<file path="config.mk">
export PLATFORM = sky130hd
export DESIGN_NAME = bcd_to_binary_seq
export DESIGN_NICKNAME = d
export VERILOG_FILES = /design/src/rtl/bcd_to_binary_seq.sv
export SDC_FILE = /design/constraint.sdc
export NUM_CORES = 1
export LEC_CHECK = 0
export BUFFER_PORTS_ARGS = -buffer_cell sky130_fd_sc_hd__buf_2
export CAP_MARGIN = 20
export CORE_ASPECT_RATIO = 0.5
export CORE_MARGIN = 4
export CORE_UTILIZATION = 25
export DETAILED_ROUTE_END_ITERATION = 12
export GPL_TIMING_DRIVEN = 0
export HOLD_SLACK_MARGIN = 0.15
export PLACE_DENSITY = 0.49
export SLEW_MARGIN = 20
export SYNTH_ARGS = -nofsm -noshare
export SYNTH_HDL_FRONTEND = slang
export SYNTH_SLANG_ARGS = --single-unit
export TNS_END_PERCENT = 20
</file>
<file path="constraint.sdc">
create_clock -name clk -period 5.85 [get_ports clk]
set_input_delay 0.2925 -clock clk [delete_from_list [all_inputs] [get_ports clk]]
set_output_delay 0.2925 -clock clk [all_outputs]
set_load 0.03 [all_outputs]
</file>
<file path="src/rtl/bcd_to_binary_seq.sv">
// Sequential six-digit BCD to 17-bit binary converter using Horner accumulation,
// one digit per clock, with a range/validity check and the decimal length of the result.
module bcd_to_binary_seq (
  input  logic        clk,
  input  logic        reset_n,
  input  logic        start,
  input  logic [3:0]  in100000,
  input  logic [3:0]  in10000,
  input  logic [3:0]  in1000,
  input  logic [3:0]  in100,
  input  logic [3:0]  in10,
  input  logic [3:0]  in1,
  output logic        busy,
  output logic        done,
  output logic [16:0] value,
  output logic [2:0]  len,
  output logic        error
);

  typedef enum logic {
    IDLE = 1'b0,
    RUN  = 1'b1
  } state_t;

  localparam logic [20:0] MAX_VALUE = 21'd131071;

  state_t      state;
  state_t      state_next;
  logic [3:0]  digit_q [6];
  logic [20:0] acc;
  logic [20:0] acc_next;
  logic [2:0]  step;
  logic        bad;
  logic        bad_next;
  logic [3:0]  cur_digit;
  logic        last_step;
  logic        result_ok;
  logic [2:0]  len_next;
  logic        capture;

  assign capture   = (state == IDLE) && start;
  assign last_step = (state == RUN) && (step == 3'd5);

  // State register.
  // NOTE: sequential state uses non-blocking assignments so every flop samples
  // pre-edge values regardless of statement order.
  always_ff @(posedge clk or negedge reset_n) begin
    if (!reset_n) state <= IDLE;
    else          state <= state_next;
  end

  // Next-state logic.
  // NOTE: every combinational output gets a default first, so no path can infer a latch.
  always_comb begin
    state_next = state;
    unique case (state)
      IDLE: if (start)     state_next = RUN;
      RUN:  if (last_step) state_next = IDLE;
      default:             state_next = IDLE;
    endcase
  end

  // Output logic: busy decodes directly from the state flop, so it is glitch-free.
  always_comb begin
    busy = 1'b0;
    unique case (state)
      IDLE:    busy = 1'b0;
      RUN:     busy = 1'b1;
      default: busy = 1'b0;
    endcase
  end

  // Digit select; step never exceeds 5 while running.
  always_comb begin
    cur_digit = 4'd0;
    case (step)
      3'd0:    cur_digit = digit_q[0];
      3'd1:    cur_digit = digit_q[1];
      3'd2:    cur_digit = digit_q[2];
      3'd3:    cur_digit = digit_q[3];
      3'd4:    cur_digit = digit_q[4];
      3'd5:    cur_digit = digit_q[5];
      default: cur_digit = 4'd0;
    endcase
  end

  // acc*10 as shift-add; 21 bits hold 15*111111 without wrapping.
  assign acc_next  = (acc << 3) + (acc << 1) + {17'd0, cur_digit};
  assign bad_next  = bad || (cur_digit > 4'd9);
  assign result_ok = !bad_next && (acc_next <= MAX_VALUE);

  // Decimal length of the final accumulation, leading zeros not counted.
  always_comb begin
    len_next = 3'd1;
    if      (acc_next >= 21'd100000) len_next = 3'd6;
    else if (acc_next >= 21'd10000)  len_next = 3'd5;
    else if (acc_next >= 21'd1000)   len_next = 3'd4;
    else if (acc_next >= 21'd100)    len_next = 3'd3;
    else if (acc_next >= 21'd10)     len_next = 3'd2;
    else                             len_next = 3'd1;
  end

  // Datapath and result registers.
  // NOTE: the six-entry digit store is reset along with everything else; it is
  // tiny, and a defined value keeps simulation free of X on an early read.
  always_ff @(posedge clk or negedge reset_n) begin
    if (!reset_n) begin
      for (int i = 0; i < 6; i++) digit_q[i] <= 4'd0;
      acc   <= '0;
      bad   <= 1'b0;
      step  <= 3'd0;
      done  <= 1'b0;
      value <= '0;
      len   <= 3'd1;
      error <= 1'b0;
    end else begin
      done <= 1'b0;
      if (capture) begin
        digit_q[0] <= in100000;
        digit_q[1] <= in10000;
        digit_q[2] <= in1000;
        digit_q[3] <= in100;
        digit_q[4] <= in10;
        digit_q[5] <= in1;
        acc        <= '0;
        bad        <= 1'b0;
        step       <= 3'd0;
      end else if (state == RUN) begin
        acc  <= acc_next;
        bad  <= bad_next;
        step <= last_step ? 3'd0 : step + 3'd1;
        if (last_step) begin
          done <= 1'b1;
          if (result_ok) begin
            value <= acc_next[16:0];
            len   <= len_next;
            error <= 1'b0;
          end else begin
            // Invalid result leaves the previous value/len visible.
            error <= 1'b1;
          end
        end
      end
    end
  end

endmodule

</file>
==> results.txt, run 1 <==
----------------------------------------------------
[Timing]
  Setup Viol. Count Final ... 0
  Unrepaired setup endpoints after global routing ... no
  Number of hold violations in the final report ... 0
  Fin Clk Skew ... around 11 ps
  Setup TNS after final layout ... 0 ps
  Normalized max-slew margin ... between 40% and 50%
  Ratio of final minimum period to clock period ... between 90% and 100%
  Slew @ Worst Pin ... 755 ps
  Number of slew-limit violations in the final report ... 0
  Max Clk Rate ... roughly 180 MHz
  Fin crit period ... 5480 ps

[Yosys]
  Count of flip-flops with a built-in enable after synthesis ... 0
  Top post-synthesis cells by area ... sky130_fd_sc_hd__dfrtp_1, sky130_fd_sc_hd__ha_1, sky130_fd_sc_hd__mux2_2
  Synthesis Warnings ... 0
  Net Count, Synth ... between 400 and 500
  Share of the synthesized area in the top cell type ... between 40% and 50%
  Sequential cell area fraction in the yosys report ... ~42%
  Distinct cell type count of the synthesized netlist ... 58
  Share of flip-flops with an asynchronous set or reset ... 100%
  Yosys reg bits ... 71
  Library cell with the largest summed area after synthesis ... sky130_fd_sc_hd__dfrtp_1
  Most used flip-flop cell after synthesis ... sky130_fd_sc_hd__dfrtp_1
  Netlist area before placement ... 4280 um2
  Synthesized instance count ... a little under 400
  Average instance area after synthesis ... approximately 11 um2

[Drt]
  First-pass detailed-route iteration total ... 4
  Total via count in the routed design ... between 3k and 4k
  Remaining routing DRC violations ... 0
  Wirelength per Cell ... ~15 um
  Antenna-violating nets left ... 0
  Detail-routed via count per cell ... approximately 4.6
  Detailed Route Iter0 Violations ... roughly 160
  DRT Wirelength ... approximately 10000 um

[Floorplanning]
  Initial core utilization ... 25.8%
  Die height ... between 100 and 150 um
  Count of pins on the block boundary ... 50
  Row count ... 33
  Core region area ... about 17000 um2
  Die extent in x ... just under 200 um
  Die area ... roughly 19000 um2

[GRT]
  Total global routing overflow ... 0
  Global-route wire length before repair ... 17600 um
  Total Routing Usage GR ... approximately 11%
  Initial antenna violation count ... 0
  Maximum number of pins on one net before global-route repair ... 45
  Via count of the first global-routing pass ... 3308

[Hold path]
  Origin of the worst min-delay path ... in100000[0]
  Endpoint of the worst hold path ... digit_q[20]
  Cell depth of the worst min-delay path ... 2
  Class of the tightest hold or removal check ... input pin to flip-flop

[Final layout]
  Number of nets at the end of the flow ... approximately 530
  Share of cells above drive strength 1 ... roughly a quarter
  Fill cell total of the finished layout ... around 1.7k
  Area added between synthesis and finish ... 20.0%
  Post-route design area ... 5130 um2
  Number of antenna cells inserted ... 0

[Placed design]
  IO buf count ... 48
  Placed standard-cell area ... slightly below 5000 um2
  Final HPWL from detailed placement ... 7960 um
  Placer's final routability congestion estimate ... approximately 0.8

[Clock network]
  CTS tree ... done
  Worst-case clock buffer depth ... 2
  Clock-pin slew on the worst setup and hold paths ... 60 ps
  Root Driver ... sky130_fd_sc_hd__clkbuf_16
  Source-to-sink clock delay at the later pin of the worst-skew pair ... approximately 340 ps
  Number of clock sinks ... 71
  Maximum level of the CTS H-tree ... 3
  Gates resized, CTS repair ... 0
  Number of buffers created by CTS ... 9

[Critical path]
  Worst Path Required ... between 6000 and 7000 ps
  Register-to-Register Setup Slack ... about 370 ps
  Worst reg2reg path endpoint ... value[13]
  Crit. End Element ... flip-flop
  Reg-to-reg critical path startpoint ... step[2]
  Arrival @ worst endpoint ... 5700 ps
  Start-to-end type of the worst setup path ... flip-flop to flip-flop
  Sort of element at the start of the critical path ... flip-flop
  Count of cells along the worst register-to-register path ... 16
  Worst-path fanout max ... 10

[Outcome]
  Run status ... finished clean

[Job]
  Number of max-cap violations ... 0

----------------------------------------------------
[cells in the final DEF (no fill, tap or decap), types with 2 or more instances in the layout]
cell type	count
sky130_fd_sc_hd__dfrtp_1	70
sky130_fd_sc_hd__buf_2	47
sky130_fd_sc_hd__ha_1	41
sky130_fd_sc_hd__nand2_1	40
sky130_fd_sc_hd__mux2_2	24
sky130_fd_sc_hd__o21ai_0	23
sky130_fd_sc_hd__a21oi_1	23
sky130_fd_sc_hd__nor2_1	22
sky130_fd_sc_hd__inv_1	13
sky130_fd_sc_hd__mux2_4	12
sky130_fd_sc_hd__clkbuf_1	11
sky130_fd_sc_hd__a22o_1	11
sky130_fd_sc_hd__xnor2_1	9
sky130_fd_sc_hd__o21ai_1	9
sky130_fd_sc_hd__clkbuf_16	9
sky130_fd_sc_hd__xor2_1	7
sky130_fd_sc_hd__nand3_1	5
sky130_fd_sc_hd__nor3_1	5
sky130_fd_sc_hd__o211ai_1	4
sky130_fd_sc_hd__a21o_1	4
sky130_fd_sc_hd__o31ai_1	4
sky130_fd_sc_hd__a222oi_1	3
sky130_fd_sc_hd__a22oi_1	3
sky130_fd_sc_hd__o2111ai_1	3
sky130_fd_sc_hd__o21a_1	3
sky130_fd_sc_hd__nand2b_1	3
sky130_fd_sc_hd__a41o_1	3
sky130_fd_sc_hd__nor4_1	3
sky130_fd_sc_hd__buf_6	3
sky130_fd_sc_hd__a311oi_1	2
sky130_fd_sc_hd__buf_4	2
sky130_fd_sc_hd__o21ba_2	2
sky130_fd_sc_hd__and2_1	2
sky130_fd_sc_hd__o21bai_1	2
sky130_fd_sc_hd__a211oi_1	2
sky130_fd_sc_hd__fa_1	2
sky130_fd_sc_hd__clkbuf_8	2
sky130_fd_sc_hd__inv_6	2
[cells in the mapped netlist (all sizes together), types with 2 or more instances]
master / instances
nor2: 22
inv: 13
nand3: 5
xor2: 7
a311oi: 3
nor4: 3
nor3: 5
fa: 2
a22o: 11
a211oi: 4
a41o: 3
dfrtp: 70
a222oi: 3
and2: 2
o211ai: 4
nand2: 40
xnor2: 9
o21bai: 2
o2111ai: 4
o21ai: 32
o21ba: 2
o21a: 4
o31ai: 5
a21o: 4
a22oi: 3
buf: 4
mux2: 36
nand2b: 4
a21oi: 23
clkbuf: 11
ha: 41
[worst max path at each step]
stage                        from  slack (ps)  cells after the start   endpoint
final                     step[2]         370                     16  value[13]
after floorplan           step[2]        1200                     16   value[0]
after detailed placement  step[2]         410                     16  value[13]
after global placement    step[2]         350                     16   value[8]
after CTS                 step[2]         360                     16   value[9]
after global routing      step[2]          90                     17     len[1]
[cells by family (layout without fill, tap and decap cells)]
| kind of cell | after synthesis | count (layout) | share of synthesized area [%] |
|---|---|---|---|
| AO/OA/AOI/OAI | 115 | 115 | 19.2 |
| AND/OR/NAND/NOR | 88 | 88 | 9.24 |
| flip-flops | 71 | 71 | 41.5 |
| adder cells (fa/ha/maj) | 43 | 43 | 12.9 |
| multiplexers | 37 | 37 | 10.8 |
| buffers and inverters | 28 | 94 | 3.07 |
| XOR/XNOR | 16 | 16 | 3.27 |
[sequential cells by signal, summed over array words and instances, names as in the netlist, 3 cells and up]
signal and count:
step 3, digit_q 24, len 3, acc 20, value 17
[metal layers]
layer | global-route usage [%] | vias to the layer above | wire length (um) | share of wire, %
met1 | 17.1 | 1556 | 5460 | 53
met3 | 3.22 | 6 | 391 | 3.8
met2 | 16.2 | 50 | 4370 | 42
met4 | 2.83 | 0 | 108 | 1.0
met5 | 0 | - | 0 | 0
li1 | - | 1595 | - | -
[critical path: stages, from the launching register on]
cell and delay (ps):
sky130_fd_sc_hd__dfrtp_1 390, sky130_fd_sc_hd__clkbuf_1 340, sky130_fd_sc_hd__inv_1 140, sky130_fd_sc_hd__ha_1 290, sky130_fd_sc_hd__a32o_1 230, sky130_fd_sc_hd__a311oi_1 500
sky130_fd_sc_hd__fa_1 560, sky130_fd_sc_hd__fa_1 470, sky130_fd_sc_hd__nand2b_4 170, sky130_fd_sc_hd__a211oi_4 290, sky130_fd_sc_hd__o2111ai_2 220, sky130_fd_sc_hd__a311oi_2 280
sky130_fd_sc_hd__nand3_1 110, sky130_fd_sc_hd__or4_1 610, sky130_fd_sc_hd__or2_4 290, sky130_fd_sc_hd__buf_6 160, sky130_fd_sc_hd__mux2_4 300
[repair_timing]
action                    CTS  global route
hold endpoints to repair   26             0
setup buffers               0             0
hold buffers                1             0
[metrics by stage]
| step | hold slack [ps] | utilization (%) | cells | worst slack [ps] |
|---|---|---|---|---|
| final | 181 | 31.0 | 691 | 371 |
| after global routing | 169 | 31.0 | 691 | 90.6 |
| after CTS | 165 | 31.0 | 691 | 365 |
| after detailed placement | 253 | 29.2 | 674 | 411 |
| after global placement | 470 | 29.0 | 673 | 346 |
| after floorplan | -3.09 | - | 398 | 1200 |
[area by class of cell]
class,instances,area [um2],area share (%)
Buffer,15,82.6,1.61
Clock buffer,11,253,4.92
Clock inverter,5,38.8,0.755
Inverter,13,48.8,0.950
Multi-Input combinational cell,299,2370,46.2
Sequential cell,71,1780,34.6
Tap cell,227,284,5.53
Timing Repair Buffer,50,280,5.46
Power of run 1 is not shown: default switching activity piles up to over one toggle a cycle in this logic, so the estimate is an artifact.
==> run 2: changes to the inputs <==
Settings changed: PLACE_DENSITY 0.49 to 0.5.
Clock period 5.85 ns to 4.8 ns, I/O delays scaled along.
==> run 2 against run 1 <==
Against the previous run: critical path depth stayed put; routed wire length is 4.3% higher; cell count is 4.3% higher; critical endpoint is now value[8]; clock-buffer cell count is 1 lower; clock skew is 4.3 ps lower; fmax is 15% higher; largest cell class unchanged.
==> results.txt, run 2 (synthesis gave the netlist of run 1 again) <==
----------------------------------------------------
[Drt]
  Detail-routed via count per cell ... 4.69 (+1.1%)
  Detailed Route Iter0 Violations ... 181 (+15%)
  DRT Wirelength ... 10800 um (+4.3%)
  Antenna-violating nets left ... 0 (unchanged)
  Total via count in the routed design ... 3384 (+5.5%)
  Wirelength per Cell ... 15.0 um (about the same)
  First-pass detailed-route iteration total ... 5 (+1)
  Remaining routing DRC violations ... 0 (unchanged)

[Timing]
  Fin Clk Skew ... 6.90 ps (-4.27 ps)
  Max Clk Rate ... 211 MHz (+15%)
  Unrepaired setup endpoints after global routing ... yes
  Number of hold violations in the final report ... 0 (unchanged)
  Fin crit period ... 4750 ps (-733 ps)
  Normalized max-slew margin ... 49.9% (+0.38 points)
  Setup Viol. Count Final ... 0 (unchanged)
  Ratio of final minimum period to clock period ... 98.9% (+5.2 points)
  Slew @ Worst Pin ... 749 ps (-5.64 ps)
  Setup TNS after final layout ... 0 ps (unchanged)
  Number of slew-limit violations in the final report ... 0 (unchanged)

[Final layout]
  Area added between synthesis and finish ... 28.9%
  Largest registers ranked by flip-flop count ... digit_q: 24 flops, acc: 20 flops, value: 17 flops
  Number of nets at the end of the flow ... 559 (+5.7%)
  Share of cells above drive strength 1 ... 28.1% (+2.9 points)
  Number of antenna cells inserted ... 0 (unchanged)
  Largest register FFs ... 24 (unchanged)
  Most frequent cells in the layout ... sky130_fd_sc_hd__dfrtp_1, sky130_fd_sc_hd__buf_2, sky130_fd_sc_hd__nand2_1, sky130_fd_sc_hd__ha_1, sky130_fd_sc_hd__dlygate4sd3_1
  Most common cell after layout, fill and taps aside ... sky130_fd_sc_hd__dfrtp_1
  Non-filler instance count after layout ... 721 (+4.3%)
  Reg with most FFs ... digit_q

[Critical path]
  Register-to-Register Setup Slack ... 50 ps (-320 ps)
  Worst-path fanout max ... 10 (unchanged)
  Sort of element at the start of the critical path ... flip-flop
  Start-to-end type of the worst setup path ... flip-flop to flip-flop
  Crit. End Element ... flip-flop
  Worst Path Required ... 5020 ps (-1050 ps)
  Arrival @ worst endpoint ... 4960 ps (-740 ps)

[Floorplanning]
  Die area ... 19400 um2 (unchanged)
  Initial core utilization ... 25.8% (unchanged)
  Core region area ... 16600 um2 (unchanged)
  Row count ... 33 (unchanged)
  Die height ... 101 um (unchanged)
  Count of pins on the block boundary ... 50 (unchanged)
  Die extent in x ... 193 um (unchanged)

[Placed design]
  Placer's final routability congestion estimate ... 0.763 (-4.9%)
  Instance count after placement with tap cells included ... 674 (unchanged)
  Final HPWL from detailed placement ... 8000 um (+0.48%)
  IO buf count ... 48 (unchanged)

[GRT]
  Global-route wire length before repair ... 18000 um (+2.4%)
  Total global routing overflow ... 0 (unchanged)
  Initial antenna violation count ... 0 (unchanged)
  Via count of the first global-routing pass ... 3476 (+5.1%)
  Maximum number of pins on one net before global-route repair ... 47 (+4.4%)
  Total Routing Usage GR ... 11.6% (+0.20 points)

[Clock network]
  Maximum level of the CTS H-tree ... 3 (unchanged)
  Clock-pin slew on the worst setup and hold paths ... 60 ps (about the same)
  Source-to-sink clock delay at the later pin of the worst-skew pair ... 340 ps (about the same)
  CTS tree ... done
  Root Driver ... sky130_fd_sc_hd__clkbuf_16
  Number of buffers created by CTS ... 9 (unchanged)
  Worst-case clock buffer depth ... 2 (unchanged)
  Number of clock sinks ... 71 (unchanged)

[Job]
  Number of max-cap violations ... 0 (unchanged)

[Hold path]
  Class of the tightest hold or removal check ... input pin to asynchronous set/reset pin

[Outcome]
  Run status ... finished clean

----------------------------------------------------
==> run 2: worst paths after layout <==
check / start / to / cells after the start
max in group asynchronous: reset_n / step[1] / 3
worst max register to register: step[0] / value[8] / 16
worst min register to register: value[7] / value[7] / 2
worst max-delay path: step[0] / value[8] / 16
worst min-delay path: reset_n / acc[14] / 2
min in group clk: start / step[1] / 2
==> run 2: worst max-delay path, stage by stage (launching register included) <==
cell	delay, ps
sky130_fd_sc_hd__dfrtp_1	410
sky130_fd_sc_hd__buf_4	160
sky130_fd_sc_hd__ha_2	190
sky130_fd_sc_hd__ha_4	170
sky130_fd_sc_hd__a32o_1	220
sky130_fd_sc_hd__a311oi_2	340
sky130_fd_sc_hd__fa_1	520
sky130_fd_sc_hd__fa_2	360
sky130_fd_sc_hd__nand2b_4	160
sky130_fd_sc_hd__a211oi_4	300
sky130_fd_sc_hd__o21a_2	220
sky130_fd_sc_hd__o21ba_2	150
sky130_fd_sc_hd__xnor2_1	90
sky130_fd_sc_hd__or4_4	600
sky130_fd_sc_hd__or2_4	270
sky130_fd_sc_hd__buf_12	160
sky130_fd_sc_hd__mux2_4	290
==> run 2: final cells by class <==
cell class,count,area [um2]
Buffer,13,91.3
Clock buffer,10,239
Clock inverter,6,43.8
Fill cell,1670,11000
Inverter,13,48.8
Multi-Input combinational cell,299,2450
Sequential cell,71,1780
Tap cell,227,284
Timing Repair Buffer,82,581
==> run 2: repair_timing <==
item	CTS	global route
endpoints found under the hold margin	49	0
cloned	0	0
hold buffers	25	0
endpoints found under the setup margin	21	21
pin swaps	9	5
gates resized for setup	14	9
setup buffers	6	2
==> run 2: per-layer routing <==
metal  vias up  routed length, um  track usage [%]
li1       1657                  -                -
met1      1671               5470             16.6
met2        52               4870             17.9
met3         4                389             2.91
met4         0                 59             2.50
met5         -                  0                0
==> run 2: through the flow <==
stage          cell area [um2]  setup WS (ps)  utilization (%)  hold WS, ps
3_3_place_gp              4800           -682             29.0          470
5_1_grt                   5520           -133             33.3          414
3_5_place_dp              4830           -636             29.2          192
6_report                  5520           54.7             33.3          369
2_1_floorplan             4280            150                -        -55.6
4_1_cts                   5460           1.13             33.0          383
Power of run 2 is left out for the same reason.
